===== src/rtl/coherence_bus_ctrl.sv =====
// -----------------------------------------------------------------------------
// coherence_bus_ctrl
//
// Two-core snooping bus controller between the two data caches and the RAM
// port. Arbitrates two-word block reads and two-word write-backs round-robin.
// Every read snoops the other core: a dirty copy there is forwarded
// cache-to-cache while it is written back to RAM in the same beats, otherwise
// the block is loaded from RAM. The snooped core is asked to invalidate when
// the requester signals write intent.
//
// Parameters:
//   WORD_W   data/address width
//   RR_INIT  core treated as last-granted after reset
//
// Ports:
//   CLK, RST                        clock, synchronous active-high reset
//   dREN, dWEN, daddr, dstore       per-core request side (bit/lane i = core i)
//   cctrans, ccwrite                per-core coherence flags
//   dwait, dload                    per-core stall / read data
//   ccwait, ccinv, ccsnoopaddr      per-core snoop request side
//   ramREN, ramWEN, ramaddr,
//   ramstore, ramload, ram_ready    RAM port
//   stat_c2c, stat_inv, stat_ld     event counters
//
// Build option: define COHERENCE_STATS_EN to build the event counters;
// otherwise the stat_* ports are tied to zero.
// -----------------------------------------------------------------------------
module coherence_bus_ctrl #(
    parameter int WORD_W  = 32,
    parameter int RR_INIT = 1
) (
    input  logic                   CLK,
    input  logic                   RST,
    input  logic [1:0]             dREN,
    input  logic [1:0]             dWEN,
    input  logic [1:0][WORD_W-1:0] daddr,
    input  logic [1:0][WORD_W-1:0] dstore,
    input  logic [1:0]             cctrans,
    input  logic [1:0]             ccwrite,
    output logic [1:0]             dwait,
    output logic [1:0][WORD_W-1:0] dload,
    output logic [1:0]             ccwait,
    output logic [1:0]             ccinv,
    output logic [1:0][WORD_W-1:0] ccsnoopaddr,
    output logic                   ramREN,
    output logic                   ramWEN,
    output logic [WORD_W-1:0]      ramaddr,
    output logic [WORD_W-1:0]      ramstore,
    input  logic [WORD_W-1:0]      ramload,
    input  logic                   ram_ready,
    output logic [31:0]            stat_c2c,
    output logic [31:0]            stat_inv,
    output logic [31:0]            stat_ld
);

    typedef enum logic [3:0] {
        S_IDLE, S_WR1, S_WR2, S_SNP_REQ, S_SNP_RESP,
        S_C2C1, S_C2C2, S_LD1, S_LD2
    } state_e;

    state_e              state_q, state_d;
    logic                r_q, r_d;              // granted core
    logic                rr_last_q, rr_last_d;  // last-granted core
    logic [WORD_W-1:0]   snp_addr_q, snp_addr_d;
    logic                snp_inv_q, snp_inv_d;

    logic                s_idx;
    logic [1:0]          pending;
    logic                grant;
    logic                hold;

    // cctrans carries no information this controller needs
    logic                unused_cctrans;
    assign unused_cctrans = ^cctrans;

    // RAM sees only word-aligned addresses
    function automatic logic [WORD_W-1:0] word_align(input logic [WORD_W-1:0] a);
        return {a[WORD_W-1:2], 2'b00};
    endfunction

    assign s_idx   = ~r_q;
    assign pending = dREN | dWEN;
    // Tie goes to the core that was not granted last
    assign grant   = (&pending) ? ~rr_last_q : pending[1];

    // State and snoop-hold registers
    always_ff @(posedge CLK) begin
        if (RST) begin
            state_q    <= S_IDLE;
            r_q        <= 1'b0;
            rr_last_q  <= 1'(RR_INIT);
            snp_addr_q <= '0;
            snp_inv_q  <= 1'b0;
        end else begin
            state_q    <= state_d;
            r_q        <= r_d;
            rr_last_q  <= rr_last_d;
            snp_addr_q <= snp_addr_d;
            snp_inv_q  <= snp_inv_d;
        end
    end

    // Next-state and output decode
    always_comb begin
        state_d     = state_q;
        r_d         = r_q;
        rr_last_d   = rr_last_q;
        snp_addr_d  = snp_addr_q;
        snp_inv_d   = snp_inv_q;
        hold        = 1'b0;
        dwait       = 2'b11;
        dload       = '0;
        ccwait      = 2'b00;
        ccinv       = 2'b00;
        ccsnoopaddr = '0;
        ramREN      = 1'b0;
        ramWEN      = 1'b0;
        ramaddr     = '0;
        ramstore    = '0;

        case (state_q)
            S_IDLE: begin
                if (|pending) begin
                    r_d       = grant;
                    rr_last_d = grant;
                    state_d   = dWEN[grant] ? S_WR1 : S_SNP_REQ;
                end else begin
                    state_d   = S_IDLE;
                end
            end
            S_WR1, S_WR2: begin
                if (!dWEN[r_q]) begin
                    state_d = S_IDLE;
                end else begin
                    ramWEN   = 1'b1;
                    ramaddr  = word_align(daddr[r_q]);
                    ramstore = dstore[r_q];
                    if (ram_ready) begin
                        dwait[r_q] = 1'b0;
                        state_d    = (state_q == S_WR1) ? S_WR2 : S_IDLE;
                    end else begin
                        state_d    = state_q;
                    end
                end
            end
            S_SNP_REQ: begin
                if (!dREN[r_q]) begin
                    state_d = S_IDLE;
                end else begin
                    // Live values this cycle, captured so they stay put afterwards
                    ccwait[s_idx]      = 1'b1;
                    ccsnoopaddr[s_idx] = daddr[r_q];
                    ccinv[s_idx]       = ccwrite[r_q];
                    snp_addr_d         = daddr[r_q];
                    snp_inv_d          = ccwrite[r_q];
                    state_d            = S_SNP_RESP;
                end
            end
            S_SNP_RESP: begin
                if (!dREN[r_q]) begin
                    state_d = S_IDLE;
                end else begin
                    hold    = 1'b1;
                    state_d = ccwrite[s_idx] ? S_C2C1 : S_LD1;
                end
            end
            S_C2C1, S_C2C2: begin
                if (!dREN[r_q]) begin
                    state_d = S_IDLE;
                end else begin
                    hold     = 1'b1;
                    ramWEN   = 1'b1;
                    ramaddr  = word_align(daddr[s_idx]);
                    ramstore = dstore[s_idx];
                    if (ram_ready) begin
                        // Write-back beat doubles as the forwarded read beat
                        dwait      = 2'b00;
                        dload[r_q] = dstore[s_idx];
                        state_d    = (state_q == S_C2C1) ? S_C2C2 : S_IDLE;
                    end else begin
                        state_d    = state_q;
                    end
                end
            end
            S_LD1, S_LD2: begin
                if (!dREN[r_q]) begin
                    state_d = S_IDLE;
                end else begin
                    hold    = 1'b1;
                    ramREN  = 1'b1;
                    ramaddr = word_align(daddr[r_q]);
                    if (ram_ready) begin
                        dwait[r_q] = 1'b0;
                        dload[r_q] = ramload;
                        state_d    = (state_q == S_LD1) ? S_LD2 : S_IDLE;
                    end else begin
                        state_d    = state_q;
                    end
                end
            end
            default: begin
                state_d = S_IDLE;
            end
        endcase

        // Snoop outputs held from the captured values until the transaction ends
        ccwait[s_idx]      = ccwait[s_idx] | hold;
        ccinv[s_idx]       = ccinv[s_idx] | (hold & snp_inv_q);
        ccsnoopaddr[s_idx] = hold ? snp_addr_q : ccsnoopaddr[s_idx];
    end

`ifdef COHERENCE_STATS_EN
    logic [31:0] stat_c2c_q, stat_inv_q, stat_ld_q;

    // Wrapping event counters
    always_ff @(posedge CLK) begin
        if (RST) begin
            stat_c2c_q <= 32'd0;
            stat_inv_q <= 32'd0;
            stat_ld_q  <= 32'd0;
        end else begin
            stat_c2c_q <= stat_c2c_q + (((state_q == S_SNP_RESP) && (state_d == S_C2C1)) ? 32'd1 : 32'd0);
            stat_inv_q <= stat_inv_q + (((state_q == S_SNP_RESP) && ccinv[s_idx]) ? 32'd1 : 32'd0);
            stat_ld_q  <= stat_ld_q  + (((state_q == S_SNP_RESP) && (state_d == S_LD1)) ? 32'd1 : 32'd0);
        end
    end

    assign stat_c2c = stat_c2c_q;
    assign stat_inv = stat_inv_q;
    assign stat_ld  = stat_ld_q;
`else
    assign stat_c2c = 32'd0;
    assign stat_inv = 32'd0;
    assign stat_ld  = 32'd0;
`endif

endmodule


===== config.mk =====
export PLATFORM = sky130hd
export DESIGN_NAME = coherence_bus_ctrl
export DESIGN_NICKNAME = d
export VERILOG_FILES = /design/src/rtl/coherence_bus_ctrl.sv
export SDC_FILE = /design/constraint.sdc
export NUM_CORES = 1
export LEC_CHECK = 0
export BUFFER_PORTS_ARGS = -buffer_cell sky130_fd_sc_hd__buf_2
export CORE_AREA = 2 2 181 183
export DETAILED_ROUTE_END_ITERATION = 8
export DIE_AREA = 0 0 183 185
export SLEW_MARGIN = 5
export SYNTH_ARGS = -nofsm -noshare
export SYNTH_HDL_FRONTEND = slang
export SYNTH_SLANG_ARGS = --single-unit

===== constraint.sdc =====
create_clock -name CLK -period 5.82 [get_ports CLK]
set_input_delay 1.164 -clock CLK [delete_from_list [all_inputs] [get_ports CLK]]
set_output_delay 1.164 -clock CLK [all_outputs]
set_load 0.02 [all_outputs]

==> results of run 1 <==
[per-stage QoR]
step | std cells | setup slack (ps)
floorplan | 868 | 2250
global placement | 1465 | 1440
detailed placement | 1465 | 1420
CTS | 1473 | 1410
global route | 1479 | 1180
finish | 1479 | 1390
[cells by family after synthesis]
| group | count (synthesis) | synth area share, % |
|---|---|---|
| muxes | 3 | 0.562 |
| other | 1 | 0.0674 |
| DFF | 39 | 14.0 |
| and+or+nand+nor | 186 | 16.3 |
| xor gates and xnor gates | 2 | 0.315 |
| adders and majority gates | 1 | 0.180 |
| AOI/OAI and AO/OA | 344 | 47.9 |
| buffers and inverters | 195 | 20.6 |
[state kept, by name, summed over array words and instances (netlist names)]
register	flops
r_q	1
rr_last_q	1
snp_addr_q	32
snp_inv_q	1
state_q	4
[report_power, final]
group / switching, uW / leakage [uW] / internal (uW)
clock: 124 / 0.0000669 / 159
combinational: 567 / 0.00303 / 276
sequential: 27.6 / 0.000316 / 278
[worst max path at each step]
stage | to | cells past startpoint | start | slack [ps]
global route | ramstore[25] | 7 | dWEN[1] | 1180
detailed placement | ramstore[25] | 7 | dWEN[1] | 1420
finish | ramaddr[26] | 8 | dWEN[1] | 1390
CTS | ramstore[25] | 7 | dWEN[1] | 1410
global placement | ramstore[25] | 7 | dWEN[1] | 1440
floorplan | ccsnoopaddr[32] | 6 | dREN[1] | 2250
[worst max-delay path: stages]
cell and delay [ps]:
buf_2 140, mux2i_1 130, nor4b_4 250, a21o_2 690, buf_4 360, a221oi_1 100
a21oi_1 180, buf_2 190
[per-layer routing]
metal,vias to the layer above,track usage [%]
met3,37,2.95
met5,-,0
met1,3500,17.7
met4,0,5.63
met2,429,23.4
li1,3450,-
[cell type report]
class,instances,area (sq um)
clock inverters,2,12.5
repair buffers,381,1960
multi-input cells,634,4030
clock buffers,6,129
inverters,3,11.3
fillers,3622,24600
flip-flops and latches,39,785
well taps,408,510
diodes,6,15.0
[cells in the mapped netlist, types with 3 or more instances]
master / n
a21oi_1: 74
a221oi_1: 62
a222oi_1: 62
a22o_1: 30
a22oi_1: 95
and2_1: 4
buf_1: 6
buf_2: 36
buf_4: 98
clkbuf_1: 52
dfxtp_1: 39
inv_1: 3
nand2_1: 15
nand2b_1: 3
nand3_1: 5
nor2_1: 103
nor2b_1: 36
o21ai_0: 5
or3_1: 3
==> flow_metrics.py, run 1 <==
metrics = {
    "yosys": {
        "synth_top_area_share_pct": 14.0,
        "syn_inst": 771,
        "syn_area_sq_mm": 0.00556,
        "ys_top_cells_by_area": "dfxtp_1 (14%), buf_4 (13%), a22oi_1 (13%)",
        "synth_seq_cells": 39,
        "synth_cell_types": 50,
        "yosysSeqAreaShare_pct": 14.0,
        "async_reset_ff_share_pct": 0,
        "synth_edf_count": 0,
        "ys.flop_type": "dfxtp_1",
        "synth_top_cell_by_area": "dfxtp_1",
        "yosysWarnings": 0,
        "syn_area_per_cell_sq_um": 7.22,
    },
    "timing": {
        "fmax_ghz": 0.226,
        "slew_headroom_pct": 36.9,
        "clock_skew_ps": 10.5,
        "setup_viol_count_final": 0,
        "period_share_pct": 76.0,
        "hold_ws_ps": 454,
        "slew_violations": 0,
        "finalSetupTns_ps": 0,
        "hold_viol_final": 0,
        "worst_slew_pin_slew_ps": 946,
        "grt_setup_unrepaired": "false",
        "fin_crit_ps": 4430,
    },
    "floorplan": {
        "core-area_sq_mm": 0.0320,
        "top_level_ports": 467,
        "die_area_sq_mm": 0.0339,
        "die_x_um": 183,
        "start_util_pct": 17.4,
        "die_h_um": 185,
        "row_count": 66,
    },
    "layout": {
        "area_growth_pct": 33.9,
        "finalCoreUtilization_pct": 23.2,
        "drive_above_1_share_pct": 37.6,
        "mostFrequentLayoutCells": "buf_2 (366), nor2_1 (101), conb_1 (98)",
        "stdcell_area_sq_mm": 0.00745,
        "layout_commonest_cell": "buf_2",
        "finish.net_count": 1235,
    },
    "global_routing": {
        "grt_pass1_vias": 6299,
        "track_usage_pct": 14.1,
        "grt_pass1_wl_mm": 37.0,
        "antenna_found_initial": 7,
        "grt_max_degree": 126,
        "grt-ovfl-total": 0,
    },
    "routing": {
        "drt_wl_total_mm": 26.2,
        "routed-wl-met2_mm": 12.2,
        "dr.pass1.iters": 9,
        "drtIter0Drc": 580,
        "wire_per_inst_um": 17.7,
        "top_layer_used": "met4",
        "vias": 7416,
        "drc": 0,
        "ant_nets": 0,
        "met3WireLength_mm": 2.42,
        "vias_per_cell": 5.01,
        "wl_met1_mm": 10.7,
    },
    "hold_path": {
        "hp-start": "snp_addr_q[1]",
        "hold_path_depth": 2,
        "min_path_type": "flip-flop to flip-flop",
        "whs_endpoint": "snp_addr_q[1]",
    },
    "placed_design": {
        "post-dp-hpwl_mm": 19.7,
        "place_area_sq_mm": 0.00729,
        "gp_congestion": 0.808,
        "port-buffer-count": 366,
    },
    "run": {
        "cap_viol_max_count": 0,
    },
    "setup_path": {
        "worstSetupStartpointType": "input pin",
        "crit_arrival_ps": 3260,
        "cp_max_fo": 47,
        "r2r_end": "state_q[3]",
        "reg2regPathDepth": 6,
        "crit_required_ps": 4660,
        "r2r_setup_slack_ps": 3290,
        "endpoint_kind": "primary output",
        "rr_startpoint": "state_q[1]",
        "worstSetupPathType": "input pin to primary output",
    },
    "clocking": {
        "cts_made_buffers": 5,
        "cts_root_buffer": "clkbuf_16",
        "clk_pin_slew_ps": 60,
        "h-tree-depth": 2,
        "insertion_delay_ps": 290,
        "post_cts_buffers": 0,
        "cts_tree": "built",
        "ctsResizeCount": 0,
        "clock_sinks": 39,
        "postCtsHoldBufs": 0,
        "clockBufferDepth": 2,
    },
    "power_and_ir_drop": {
        "ir_drop_mv": 0.129,
        "power.total_uw": 1430,
        "p_leak_uw": 0.00342,
        "powerDensity_mw_per_mm2": 192,
    },
    "run_status": {
        "status": "completed",
    },
}
No activity file was read; power rests on OpenSTA's default activity.
==> inputs of run 2 (changes only) <==
Settings changed: ABC_AREA from default to 1, CORE_AREA 2 2 181 183 to 2 2 182 184, DIE_AREA 0 0 183 185 to 0 0 184 186.
Clock period 5.82 ns to 4.23 ns, I/O delays scaled along.
==> flow_metrics.py, run 2 <==
metrics = {
    "layout": {
        "area_growth_pct": 31.2,
        "largest_reg_flops": 32,
        "finalNonFillerCells": 1844,
        "mostFrequentLayoutCells": "buf_2 (366), nand2_1 (297), a21oi_1 (133)",
        "largest_register": "snp_addr_q",
        "finalCoreUtilization_pct": 25.2,
        "drive_above_1_share_pct": 34.4,
        "finish.net_count": 1605,
        "layout_commonest_cell": "buf_2",
        "largestRegisters": "snp_addr_q x32, state_q x4",
        "stdcell_area_sq_mm": 0.00810,
    },
    "clocking": {
        "postCtsHoldBufs": 0,
        "post_cts_buffers": 0,
        "ctsResizeCount": 0,
        "h-tree-depth": 2,
        "cts_root_buffer": "clkbuf_16",
        "clk_pin_slew_ps": 60,
        "clockBufferDepth": 2,
        "insertion_delay_ps": 290,
        "clock_sinks": 39,
        "cts_made_buffers": 5,
        "cts_tree": "built",
    },
    "timing": {
        "clock_skew_ps": 8.43,
        "worst_slew_pin_slew_ps": 1130,
        "slew_headroom_pct": 24.9,
        "fin_crit_ps": 3450,
        "fmax_ghz": 0.290,
        "slew_violations": 0,
        "grt_setup_unrepaired": "false",
        "hold_viol_final": 0,
        "finalSetupTns_ps": 0,
        "hold_ws_ps": 464,
        "period_share_pct": 81.5,
        "setup_viol_count_final": 0,
    },
    "hold_path": {
        "hold_path_depth": 2,
        "hp-start": "rr_last_q",
        "whs_endpoint": "rr_last_q",
        "min_path_type": "flip-flop to flip-flop",
    },
    "setup_path": {
        "crit_arrival_ps": 2600,
        "reg2regPathDepth": 8,
        "worstSetupStartpointType": "flip-flop",
        "r2r_setup_slack_ps": 2380,
        "r2r_end": "snp_inv_q",
        "crit_required_ps": 3380,
        "cp_max_fo": 36,
        "rr_startpoint": "r_q",
        "endpoint_kind": "primary output",
        "path_cells": "nor2_2 -> nand3_1 -> nand2_4 -> nand2_2 -> nand2_2 -> inv_2 -> buf_4 -> o21ai_1 -> buf_2",
        "crit_path_max_incr_delay_ps": 370,
        "crit_path_frequent_cell": "nand2_2",
        "crit_slowest_cell": "nand2_4",
        "worstSetupPathType": "flip-flop to primary output",
    },
    "routing": {
        "drt_wl_total_mm": 25.6,
        "vias": 7926,
        "dr.pass1.iters": 5,
        "drc": 0,
        "ant_nets": 0,
        "vias_per_cell": 4.30,
        "drtIter0Drc": 348,
        "wire_per_inst_um": 13.9,
    },
    "global_routing": {
        "grt-ovfl-total": 0,
        "antenna_found_initial": 3,
        "track_usage_pct": 13.5,
        "grt_max_degree": 158,
        "grt_pass1_vias": 6762,
        "grt_pass1_wl_mm": 36.3,
    },
    "floorplan": {
        "die_x_um": 184,
        "start_util_pct": 19.2,
        "die_h_um": 186,
        "die_area_sq_mm": 0.0342,
        "core-area_sq_mm": 0.0322,
        "row_count": 66,
        "top_level_ports": 467,
    },
    "yosys": {
        "synth_top_cell_by_area": "nand2_1",
        "synth_seq_cells": 39,
        "syn_area_sq_mm": 0.00618,
        "async_reset_ff_share_pct": 0,
        "synth_top_area_share_pct": 18.0,
        "ys.flop_type": "dfxtp_1",
        "yosysWarnings": 0,
        "syn_area_per_cell_sq_um": 5.49,
        "yosysSeqAreaShare_pct": 12.6,
        "ys_top_cells_by_area": "nand2_1 (18%), dfxtp_1 (13%), buf_4 (12%)",
        "synth_edf_count": 0,
        "syn_inst": 1125,
        "yosysMostFrequentCell": "nand2_1",
        "synthTopCellsByCount": "nand2_1 (297), a21oi_1 (133), o21ai_0 (114)",
        "synth_cell_types": 35,
    },
    "power_and_ir_drop": {
        "seq_power_share_pct": 20.5,
        "p_switching_uw": 1010,
        "ir_drop_mv": 0.164,
        "swShare_pct": 51.4,
        "internal_power_uw": 955,
        "p_clk_share_pct": 19.7,
        "pwr-share-comb_pct": 59.8,
        "powerDensity_mw_per_mm2": 243,
        "p_leak_uw": 0.00429,
    },
    "run_status": {
        "status": "completed",
    },
    "placed_design": {
        "port-buffer-count": 366,
        "gp_congestion": 0.806,
        "dp_cells": 1835,
        "post-dp-hpwl_mm": 20.3,
        "place_area_sq_mm": 0.00795,
    },
    "run": {
        "cap_viol_max_count": 0,
    },
}
## run 2: cell count changes in the layout (fill, tap and decap cells not counted), moves of 19 or more
cell / delta
a221oi_1: -62
and2_4: +27
nand2_1: +282
a22oi_1: -95
a21oi_1: +59
inv_1: +80
or2_1: +19
a22o_1: -30
o21ai_0: +109
nor2b_1: -36
o22ai_1: +32
nor2_2: +54
a222oi_1: -62
## run 2: area by class of cell
cell class / count / area (sq um)
Timing Repair Buffer: 379 / 1980
Tap cell: 408 / 510
Antenna cell: 2 / 5.00
Clock inverter: 1 / 5.00
Fill cell: 3734 / 24100
Inverter: 89 / 339
Sequential cell: 39 / 785
Clock buffer: 6 / 139
Multi-Input combinational cell: 920 / 4340
## run 2: logic make-up after synthesis
family          count (synthesis)  share of synthesized area [%]
simple gates                  523                           38.9
buf+inv                       263                           23.1
mux                             3                          0.486
flops                          39                           12.6
other cells                     1                         0.0607
compound gates                296                           24.8
## run 2: routing by layer
metal  wire, um  part of all wire (%)  vias up  GRT usage [%]
li1           -                     -     4014              -
met1      11100                    43     3515           16.5
met2      12300                    48      366           24.5
met3       1680                   6.5       27           1.82
met4        529                   2.1        4           3.74
met5         27                  0.11        -              0
## run 2: power groups by stage
stage                     Clock [uW]  Combinational [uW]  Sequential [uW]
after floorplan                    0                 861              405
after global placement             0                1180              411
after detailed placement           0                1180              412
after CTS                        402                1190              404
after global routing             416                1300              406
final                            388                1170              404
## run 2: how the worst max path moves through the flow
stage	start	end	slack, ps	cells past startpoint
detailed placement	dREN[0]	ccsnoopaddr[1]	720	10
CTS	state_q[0]	ramaddr[15]	670	9
floorplan	dWEN[0]	ramaddr[21]	1400	9
global route	dREN[0]	ccsnoopaddr[1]	540	10
finish	state_q[0]	ramaddr[15]	780	9
global placement	dREN[0]	ccsnoopaddr[1]	740	10
## run 2: worst max-delay path: cells and delay by family, from the launching register on
family	cells	cell delay (ps)
buffers and inverters	3	610
and+or+nand+nor	5	1110
AOI/OAI and AO/OA	1	240
DFF	1	330
## run 2: through the flow
step                setup slack (ps)  total power [uW]
global route                     545              2120
finish                           783              1970
floorplan                       1400              1270
CTS                              665              1990
detailed placement               720              1600
global placement                 736              1590
